<file path="config.mk">
export PLATFORM = sky130hd
export DESIGN_NAME = layer_sequencer
export DESIGN_NICKNAME = d
export VERILOG_FILES = /design/src/rtl/layer_sequencer.sv
export SDC_FILE = /design/constraint.sdc
export NUM_CORES = 1
export LEC_CHECK = 0
export ABC_CLOCK_PERIOD_IN_PS = 1900
export BUFFER_PORTS_ARGS = -buffer_cell sky130_fd_sc_hd__buf_2
export CAP_MARGIN = 20
export CORE_ASPECT_RATIO = 1.4
export CORE_UTILIZATION = 45
export CTS_CLUSTER_DIAMETER = 80
export CTS_CLUSTER_SIZE = 30
export DETAILED_ROUTE_END_ITERATION = 6
export PLACE_DENSITY_LB_ADDON = 0.2
export RECOVER_POWER = 100
export SLEW_MARGIN = 20
export SYNTH_ARGS = -nofsm -noshare
export SYNTH_HDL_FRONTEND = slang
export SYNTH_SLANG_ARGS = --single-unit
export TNS_END_PERCENT = 1
</file>
<file path="constraint.sdc">
create_clock -name clk -period 1.9 [get_ports clk]
set_input_delay 0.095 -clock clk [delete_from_list [all_inputs] [get_ports clk]]
set_output_delay 0.095 -clock clk [all_outputs]
set_load 0.01 [all_outputs]
</file>
<file path="src/rtl/layer_sequencer.sv">
// Layer-by-layer sequencer for an N-layer convolution pipeline: init, buffer load, PE start, result write.
// Optional cycle counter of the busy period when SEQ_PERF_CNT_EN is defined.
module layer_sequencer #(
  parameter int NUM_LAYERS = 2,
  parameter int WIN_W      = 16
) (
  input  logic                  clk,
  input  logic                  rst,
  input  logic                  start,
  input  logic [3:0]            layer_cnt,
  input  logic [NUM_LAYERS-1:0] ld_buf_done,
  input  logic [NUM_LAYERS-1:0] pe_done,
  input  logic [NUM_LAYERS-1:0] ctrl_done,
  output logic [NUM_LAYERS-1:0] init_ld,
  output logic [NUM_LAYERS-1:0] ld_buf,
  output logic [NUM_LAYERS-1:0] pe_start,
  output logic [NUM_LAYERS-1:0] mem_wr_en,
  output logic [2:0]            cur_layer,
  output logic [WIN_W-1:0]      win_cnt,
  output logic                  busy,
  output logic                  done
`ifdef SEQ_PERF_CNT_EN
  ,
  output logic [31:0]           cycle_cnt
`endif
);

  // state   | meaning
  // IDLE    | waiting for start
  // INIT    | init_ld pulse for the active layer, window count cleared
  // LOAD    | ld_buf held until the layer's buffer reports loaded
  // START   | pe_start pulse
  // COMPUTE | waiting for pe_done of the active layer
  // WRITE   | mem_wr_en pulse, decide next window / next layer / finish
  // DONE    | done pulse, back to IDLE
  typedef enum logic [2:0] {
    S_IDLE, S_INIT, S_LOAD, S_START, S_COMPUTE, S_WRITE, S_DONE
  } state_t;

  state_t     state;
  logic [2:0] last_layer;
  logic [3:0] run_len;

  function automatic logic [NUM_LAYERS-1:0] onehot(input logic [2:0] idx);
    logic [NUM_LAYERS-1:0] oh;
    for (int i = 0; i < NUM_LAYERS; i++) oh[i] = (idx == 3'(i));
    return oh;
  endfunction

  function automatic logic at_layer(input logic [NUM_LAYERS-1:0] bus, input logic [2:0] idx);
    return |(bus & onehot(idx));
  endfunction

  always_comb begin
    run_len = layer_cnt;
    if (layer_cnt == 4'd0) run_len = 4'd1;
    else if (layer_cnt > 4'(NUM_LAYERS)) run_len = 4'(NUM_LAYERS);
  end

  // Outputs are registered on entry to a state, so each pulse spans exactly that state's cycle.
  always_ff @(posedge clk) begin
    if (!rst) begin
      state      <= S_IDLE;
      init_ld    <= '0;
      ld_buf     <= '0;
      pe_start   <= '0;
      mem_wr_en  <= '0;
      cur_layer  <= '0;
      win_cnt    <= '0;
      busy       <= 1'b0;
      done       <= 1'b0;
      last_layer <= '0;
    end else begin
      init_ld   <= '0;
      pe_start  <= '0;
      mem_wr_en <= '0;
      done      <= 1'b0;
      case (state)
        S_IDLE: begin
          if (start) begin
            cur_layer  <= '0;
            last_layer <= 3'(run_len - 4'd1);
            win_cnt    <= '0;
            init_ld    <= onehot(3'd0);
            busy       <= 1'b1;
            state      <= S_INIT;
          end
        end
        S_INIT: begin
          ld_buf <= onehot(cur_layer);
          state  <= S_LOAD;
        end
        S_LOAD: begin
          if (at_layer(ld_buf_done, cur_layer)) begin
            ld_buf   <= '0;
            pe_start <= onehot(cur_layer);
            state    <= S_START;
          end
        end
        S_START: state <= S_COMPUTE;
        S_COMPUTE: begin
          if (at_layer(pe_done, cur_layer)) begin
            mem_wr_en <= onehot(cur_layer);
            if (win_cnt != {WIN_W{1'b1}}) win_cnt <= win_cnt + 1'b1;
            state <= S_WRITE;
          end
        end
        S_WRITE: begin
          if (!at_layer(ctrl_done, cur_layer)) begin
            ld_buf <= onehot(cur_layer);
            state  <= S_LOAD;
          end else if (cur_layer == last_layer) begin
            done  <= 1'b1;
            state <= S_DONE;
          end else begin
            cur_layer <= cur_layer + 3'd1;
            init_ld   <= onehot(cur_layer + 3'd1);
            win_cnt   <= '0;
            state     <= S_INIT;
          end
        end
        S_DONE: begin
          busy  <= 1'b0;
          state <= S_IDLE;
        end
        default: state <= S_IDLE;
      endcase
    end
  end

`ifdef SEQ_PERF_CNT_EN
  always_ff @(posedge clk) begin
    if (!rst) cycle_cnt <= '0;
    else if (state == S_IDLE && start) cycle_cnt <= '0;
    else if (busy) cycle_cnt <= cycle_cnt + 32'd1;
  end
`endif

endmodule

</file>
==> results of run 1 <==
registers in the layout, indices dropped and copies added, names as in the netlist:
signal      flops
busy            1
ld_buf          2
last_layer      3
init_ld         2
state           3
pe_start        2
done            1
cur_layer       3
win_cnt        16
mem_wr_en       2
cells in the final DEF, fill, tap and decap left out, drive strengths merged, types with 3 or more instances in the layout:
| cell type | instances |
|---|---|
| ha | 6 |
| a22oi | 3 |
| a211oi | 6 |
| nor3 | 7 |
| a31oi | 3 |
| nand4 | 5 |
| o311ai | 8 |
| nand2b | 4 |
| clkbuf | 34 |
| nand3 | 14 |
| and3 | 4 |
| inv | 6 |
| o211ai | 3 |
| nor2 | 21 |
| o31ai | 8 |
| a21oi | 20 |
| nor4 | 3 |
| dfxtp | 35 |
| xor2 | 5 |
| nand2 | 22 |
| o21ai | 6 |
| buf | 46 |
metal layers:
metal	share of wire (%)	vias to the layer above	routed length [um]	track usage, %
met5	0	-	0	0
met3	3.4	16	171	4.19
li1	-	967	-	-
met1	39	883	1930	23.3
met4	3.7	0	187	14.3
met2	54	50	2700	42.3
power groups by stage:
stage / registers, mW / clock network (mW) / logic, mW
global route: 0.800 / 0.726 / 0.522
finish: 0.796 / 0.682 / 0.479
CTS: 0.795 / 0.698 / 0.479
detailed placement: 0.812 / 0 / 0.477
floorplan: 0.809 / 0 / 0.332
global placement: 0.812 / 0 / 0.471
area by class of cell:
| cell class | instances | area share [%] |
|---|---|---|
| flip-flops and latches | 35 | 28.0 |
| clock inverters | 3 | 1.75 |
| inverters | 6 | 0.900 |
| repair buffers | 75 | 16.2 |
| well taps | 45 | 2.25 |
| clock buffers | 5 | 2.75 |
| multi-input cells | 168 | 48.1 |
critical path: stages, from the launching register on:
cell and delay (ps):
dfxtp_1 330, clkbuf_1 230, xor2_1 270, nor3_4 90
a2bb2oi_4 180, buf_4 190, o311ai_1 330, o31ai_2 110
worst min-delay path by stage:
stage               startpoint                       to
floorplan           pe_done[0]  mem_wr_en[0]$_SDFF_PN0_
global placement    pe_done[1]  mem_wr_en[1]$_SDFF_PN0_
detailed placement  pe_done[0]  mem_wr_en[0]$_SDFF_PN0_
CTS                 pe_done[0]  mem_wr_en[0]$_SDFF_PN0_
global route        pe_done[0]  mem_wr_en[0]$_SDFF_PN0_
finish              pe_done[0]  mem_wr_en[0]$_SDFF_PN0_
cells by family after synthesis:
group	synth area share, %
buf+inv	5.09
compound gates	26.1
fa+ha+maj	3.82
simple gates	26.8
xor+xnor	2.61
flops	35.6
metrics by stage:
step	instance area (um^2)	TNS (ps)	utilization, %	worst slack (ps)	std cells
6_report	2500	0	59.5	59.2	337
5_1_grt	2500	-120	59.5	-57.0	337
4_1_cts	2510	0	59.6	33.7	335
3_5_place_dp	2390	0	56.9	39.0	327
3_3_place_gp	2390	0	56.9	105	327
2_1_floorplan	1970	0	-	31.0	220
timing repair:
action                                  in CTS  in global routing
hold buffers                                 0                  0
resized for setup                            0                  8
endpoints found under the setup margin       0                 13
buffers inserted                             0                  2
==> impl_metrics.env, run 1 <==
export IMPL_violations="design-rule violations"
export IMPL_p_switching_mw=0.592
export IMPL_fin_nets=310
export IMPL_p_comb_share_pct=24.5
export IMPL_leakage_nw=0.975
export IMPL_timing_rr_end="win_cnt[12]$_SDFFE_PN0P_"
export IMPL_yosys_area_top_type="dfxtp_1"
export IMPL_hold_depth=3
export IMPL_setup_violations_final=0
export IMPL_async_reset_ff_share_pct=0
export IMPL_pin_count=42
export IMPL_portBuffers=40
export IMPL_grt_pass1_wl_um=8170
export IMPL_fill_cells=432
export IMPL_max_cap_viol_count=0
export IMPL_worstHoldPathType="input pin to flop"
export IMPL_clkSinkCount=35
export IMPL_via_count=1916
export IMPL_p_clk_share_pct=34.9
export IMPL_status="complete, but fails checks"
export IMPL_gp_congestion=0.859
export IMPL_insertion_delay_ps=300
export IMPL_synth_edf_count=0
export IMPL_timing_rr_start="cur_layer[1]$_SDFFE_PN0P_"
export IMPL_rows=28
export IMPL_max_freq_mhz=543
export IMPL_antenna_found_initial=0
export IMPL_die_w_um=57.9
export IMPL_drt_iter0_drc=87
export IMPL_hold_viol_final=0
export IMPL_grt_pass1_vias=1860
export IMPL_end_kind="flop"
export IMPL_worstSetupPathType="flop to flop"
export IMPL_viasPerCell=5.69
export IMPL_slew_headroom_pct=68.9
export IMPL_yosysWarnings=0
export IMPL_hold_ws_ps=105
export IMPL_drtAntennaViolNets=0
export IMPL_synth_area_um2=1970
export IMPL_synth_top_area_share_pct=35.6
export IMPL_seqPwrFrac_pct=40.7
export IMPL_crit_start="cur_layer[1]$_SDFFE_PN0P_"
export IMPL_clk_pin_slew_ps=90
export IMPL_root_buffer="clkbuf_8"
export IMPL_ys_seq_area_share_pct=35.6
export IMPL_antenna_cells=0
export IMPL_area_growth_pct=27.2
export IMPL_p_int_mw=1.37
export IMPL_synth_cells=220
export IMPL_clk_path_buf_depth=2
export IMPL_syn_area_per_cell_um2=8.94
export IMPL_grt_max_degree=14
export IMPL_min_period_ps=1840
export IMPL_endpoint="win_cnt[12]$_SDFFE_PN0P_"
export IMPL_worstRegToRegCells=7
export IMPL_cts_made_buffers=5
export IMPL_yosysMostFrequentCell="dfxtp_1"
export IMPL_slew_viol_final=0
export IMPL_die_area_um2=4640
export IMPL_final_seq_area_um2=701
export IMPL_synthTopCellsByCount="35 x dfxtp_1, 22 x nand2_1, 19 x a21oi_1, 19 x nor2_1, 13 x nand3_1"
export IMPL_grt_overflow=0
export IMPL_vdd_drop_max_uv=501
export IMPL_die_height_um=80.2
export IMPL_synth_seq_cells=35
export IMPL_rsz0062_at_grt="yes"
export IMPL_multi_input_area_um2=1200
export IMPL_drive_gt1_share_pct=27.4
export IMPL_core_area_um2=4200
export IMPL_swShare_pct=30.2
export IMPL_start_kind="flop"
export IMPL_cts_tree="yes"
export IMPL_dpl_hpwl_um=3750
export IMPL_timing_final_crit_share_pct=96.9
export IMPL_grt_use_total_pct=23.0
export IMPL_skew_ps=14.2
export IMPL_drcViolationCount=3
export IMPL_cp_max_fo=8
export IMPL_synth_distinct_cells=54
export IMPL_arrival_ps=2030
export IMPL_power_mw=1.96
export IMPL_wirelength_um=4990
export IMPL_wl_per_cell_um=14.8
export IMPL_ys_flop_type="dfxtp_1"
export IMPL_reg2reg_slack_ps=60
export IMPL_start_util_pct=46.8
export IMPL_synthTopCellsByArea="dfxtp_1 36%, a21oi_1 4.8%, nand2_1 4.2%, ha_1 3.8%, nor2_1 3.6%"
export IMPL_p_per_area_nw_per_um2=782
export IMPL_cp_data_required_time_ps=2090
export IMPL_worst_slew_pin_slew_ps=464
export IMPL_syn_nets=239
export IMPL_drt_pass1_iterations=6
export IMPL_h_tree_depth=2
No activity file was read; power rests on OpenSTA's default activity.
==> run 2: changes to the inputs <==
==> constraint.sdc (replaced) <==
create_clock -name clk -period 1.9 [get_ports clk]
set_input_delay 0.38 -clock clk [delete_from_list [all_inputs] [get_ports clk]]
set_output_delay 0.38 -clock clk [all_outputs]
set_load 0.01 [all_outputs]
==> impl_metrics.env, run 2 (synthesized netlist as in run 1, its figures left out) <==
export IMPL_status="complete, but fails checks"
export IMPL_violations="design-rule violations"
export IMPL_reg2reg_slack_ps=70
export IMPL_max_freq_mhz=545
export IMPL_antenna_cells=0
export IMPL_drcViolationCount=3
export IMPL_hold_ws_ps=401
export IMPL_layout_commonest_cell="dfxtp_1"
export IMPL_globalRouteMet2Util_pct=42.1
export IMPL_grt_use_met1_pct=22.6
export IMPL_drtAntennaViolNets=0
export IMPL_grt_use_total_pct=21.9
export IMPL_worst_slew_pin_slew_ps=450
export IMPL_grt_overflow=0
export IMPL_gp_congestion=0.842
export IMPL_die_area_um2=4640
export IMPL_dpl_hpwl_um=3630
export IMPL_top_register="win_cnt"
export IMPL_via_count=1882
export IMPL_drt_pass1_iterations=6
export IMPL_die_w_um=57.9
export IMPL_largest_register_ffs=16
export IMPL_clkSinkCount=35
export IMPL_grt_pass1_vias=1756
export IMPL_root_buffer="clkbuf_8"
export IMPL_fin_nets=301
export IMPL_viasPerCell=5.76
export IMPL_slew_headroom_pct=69.9
export IMPL_p_switching_mw=0.565
export IMPL_p_per_area_nw_per_um2=758
export IMPL_fin_ws_ps=65.0
export IMPL_grt_pass1_wl_um=7880
export IMPL_clk_path_buf_depth=2
export IMPL_seqPwrFrac_pct=44.1
export IMPL_power_mw=1.82
export IMPL_slew_viol_final=0
export IMPL_pin_count=42
export IMPL_swShare_pct=31.1
export IMPL_cts_tree="yes"
export IMPL_cp_data_required_time_ps=2070
export IMPL_core_area_um2=4200
export IMPL_hold_viol_final=0
export IMPL_cp_max_fo=5
export IMPL_p_int_mw=1.25
export IMPL_min_period_ps=1830
export IMPL_leakage_nw=0.930
export IMPL_start_kind="flop"
export IMPL_finalCoreUtilization_pct=57.0
export IMPL_drive_gt1_share_pct=23.4
export IMPL_cts_made_buffers=5
export IMPL_max_cap_viol_count=0
export IMPL_drt_iter0_drc=93
export IMPL_wl_per_cell_um=14.7
export IMPL_pre_cts_slack_ps=59.3
export IMPL_p_clk_share_pct=30.6
export IMPL_wirelength_um=4820
export IMPL_skew_ps=6.25
export IMPL_dp_cells=320
export IMPL_die_height_um=80.2
export IMPL_grt_met3_usage_pct=4.19
export IMPL_arrival_ps=2000
export IMPL_timing_final_crit_share_pct=96.6
export IMPL_rows=28
export IMPL_antenna_found_initial=0
export IMPL_portBuffers=40
export IMPL_rsz0062_at_grt="yes"
export IMPL_h_tree_depth=2
export IMPL_end_kind="flop"
export IMPL_busiest_layer="met2"
export IMPL_postCtsSetupBuffers=0
export IMPL_p_comb_share_pct=25.4
export IMPL_fin_cells=327
export IMPL_worstSetupPathType="flop to flop"
export IMPL_start_util_pct=46.8
export IMPL_setup_violations_final=0
export IMPL_ctsHoldBuffers=0
export IMPL_fill_cells=429
export IMPL_vdd_drop_max_uv=419
export IMPL_grt_max_degree=14
export IMPL_area_growth_pct=21.8
export IMPL_insertion_delay_ps=290
export IMPL_clk_pin_slew_ps=70
export IMPL_mostFrequentLayoutCells="35 x dfxtp_1, 28 x clkbuf_1, 22 x nand2_1"
export IMPL_worstHoldPathType="input pin to flop"
## run 2: cell count changes in the layout (fill, tap and decap cells not counted), moves of 2 or more
cell / previous run / this run
buf_2: 19 / 17
buf_4: 27 / 21
o311ai_1: 6 / 8
o311ai_2: 2 / 0
o31ai_1: 5 / 7
o31ai_2: 3 / 1
## run 2: worst max-delay path, cell delays in order, from the launching register on
cell       delay, ps
dfxtp_1          360
inv_1             70
ha_1             230
a22oi_1          360
o21ai_4          120
o2bb2ai_4        150
buf_4            160
a41oi_1          200
a211oi_1          70
## run 2: power by group through the flow
stage / combinational [mW] / clock (mW) / sequential (mW)
floorplan: 0.332 / 0 / 0.809
CTS: 0.465 / 0.572 / 0.799
finish: 0.461 / 0.555 / 0.801
global placement: 0.457 / 0 / 0.816
detailed placement: 0.463 / 0 / 0.816
global route: 0.504 / 0.607 / 0.804
## run 2: layout make-up
class                      count  area [um^2]  area share [%]
clock buffer                   6         82.6            3.45
clock inverter                 1         5.00           0.209
inverter                       6         22.5           0.940
multi-input combinational    168         1180            49.3
sequential                    35          701            29.2
tap                           45         56.3            2.35
timing repair buffer          66          348            14.5
## run 2: worst paths after layout
| kind | start | endpoint | depth (start not counted) |
|---|---|---|---|
| setup / recovery | cur_layer[0]$_SDFFE_PN0P_ | win_cnt[14]$_SDFFE_PN0P_ | 8 |
| hold / removal | pe_done[1] | mem_wr_en[1]$_SDFF_PN0_ | 3 |
| setup reg to reg | cur_layer[0]$_SDFFE_PN0P_ | win_cnt[14]$_SDFFE_PN0P_ | 8 |
| hold reg to reg | ld_buf[1]$_SDFFE_PN0P_ | ld_buf[1]$_SDFFE_PN0P_ | 2 |
## run 2: through the flow
stage / instance area, um^2 / TNS (ps)
final: 2400 / 0
after global routing: 2400 / -13.8
after CTS: 2430 / 0
after detailed placement: 2340 / 0
after global placement: 2340 / 0
after floorplan: 1970 / 0
## run 2: what timing repair did
item / CTS / global route
resized for setup: 0 / 3
setup endpoints to repair: 0 / 5
endpoints found under the hold margin: 0 / 0
## run 2: per-layer routing
layer  vias up  share of wire [%]
met2        34                 56
met1       887                 39
met3         9                2.8
met4         0                1.9
met5         -                  0
li1        952                  -
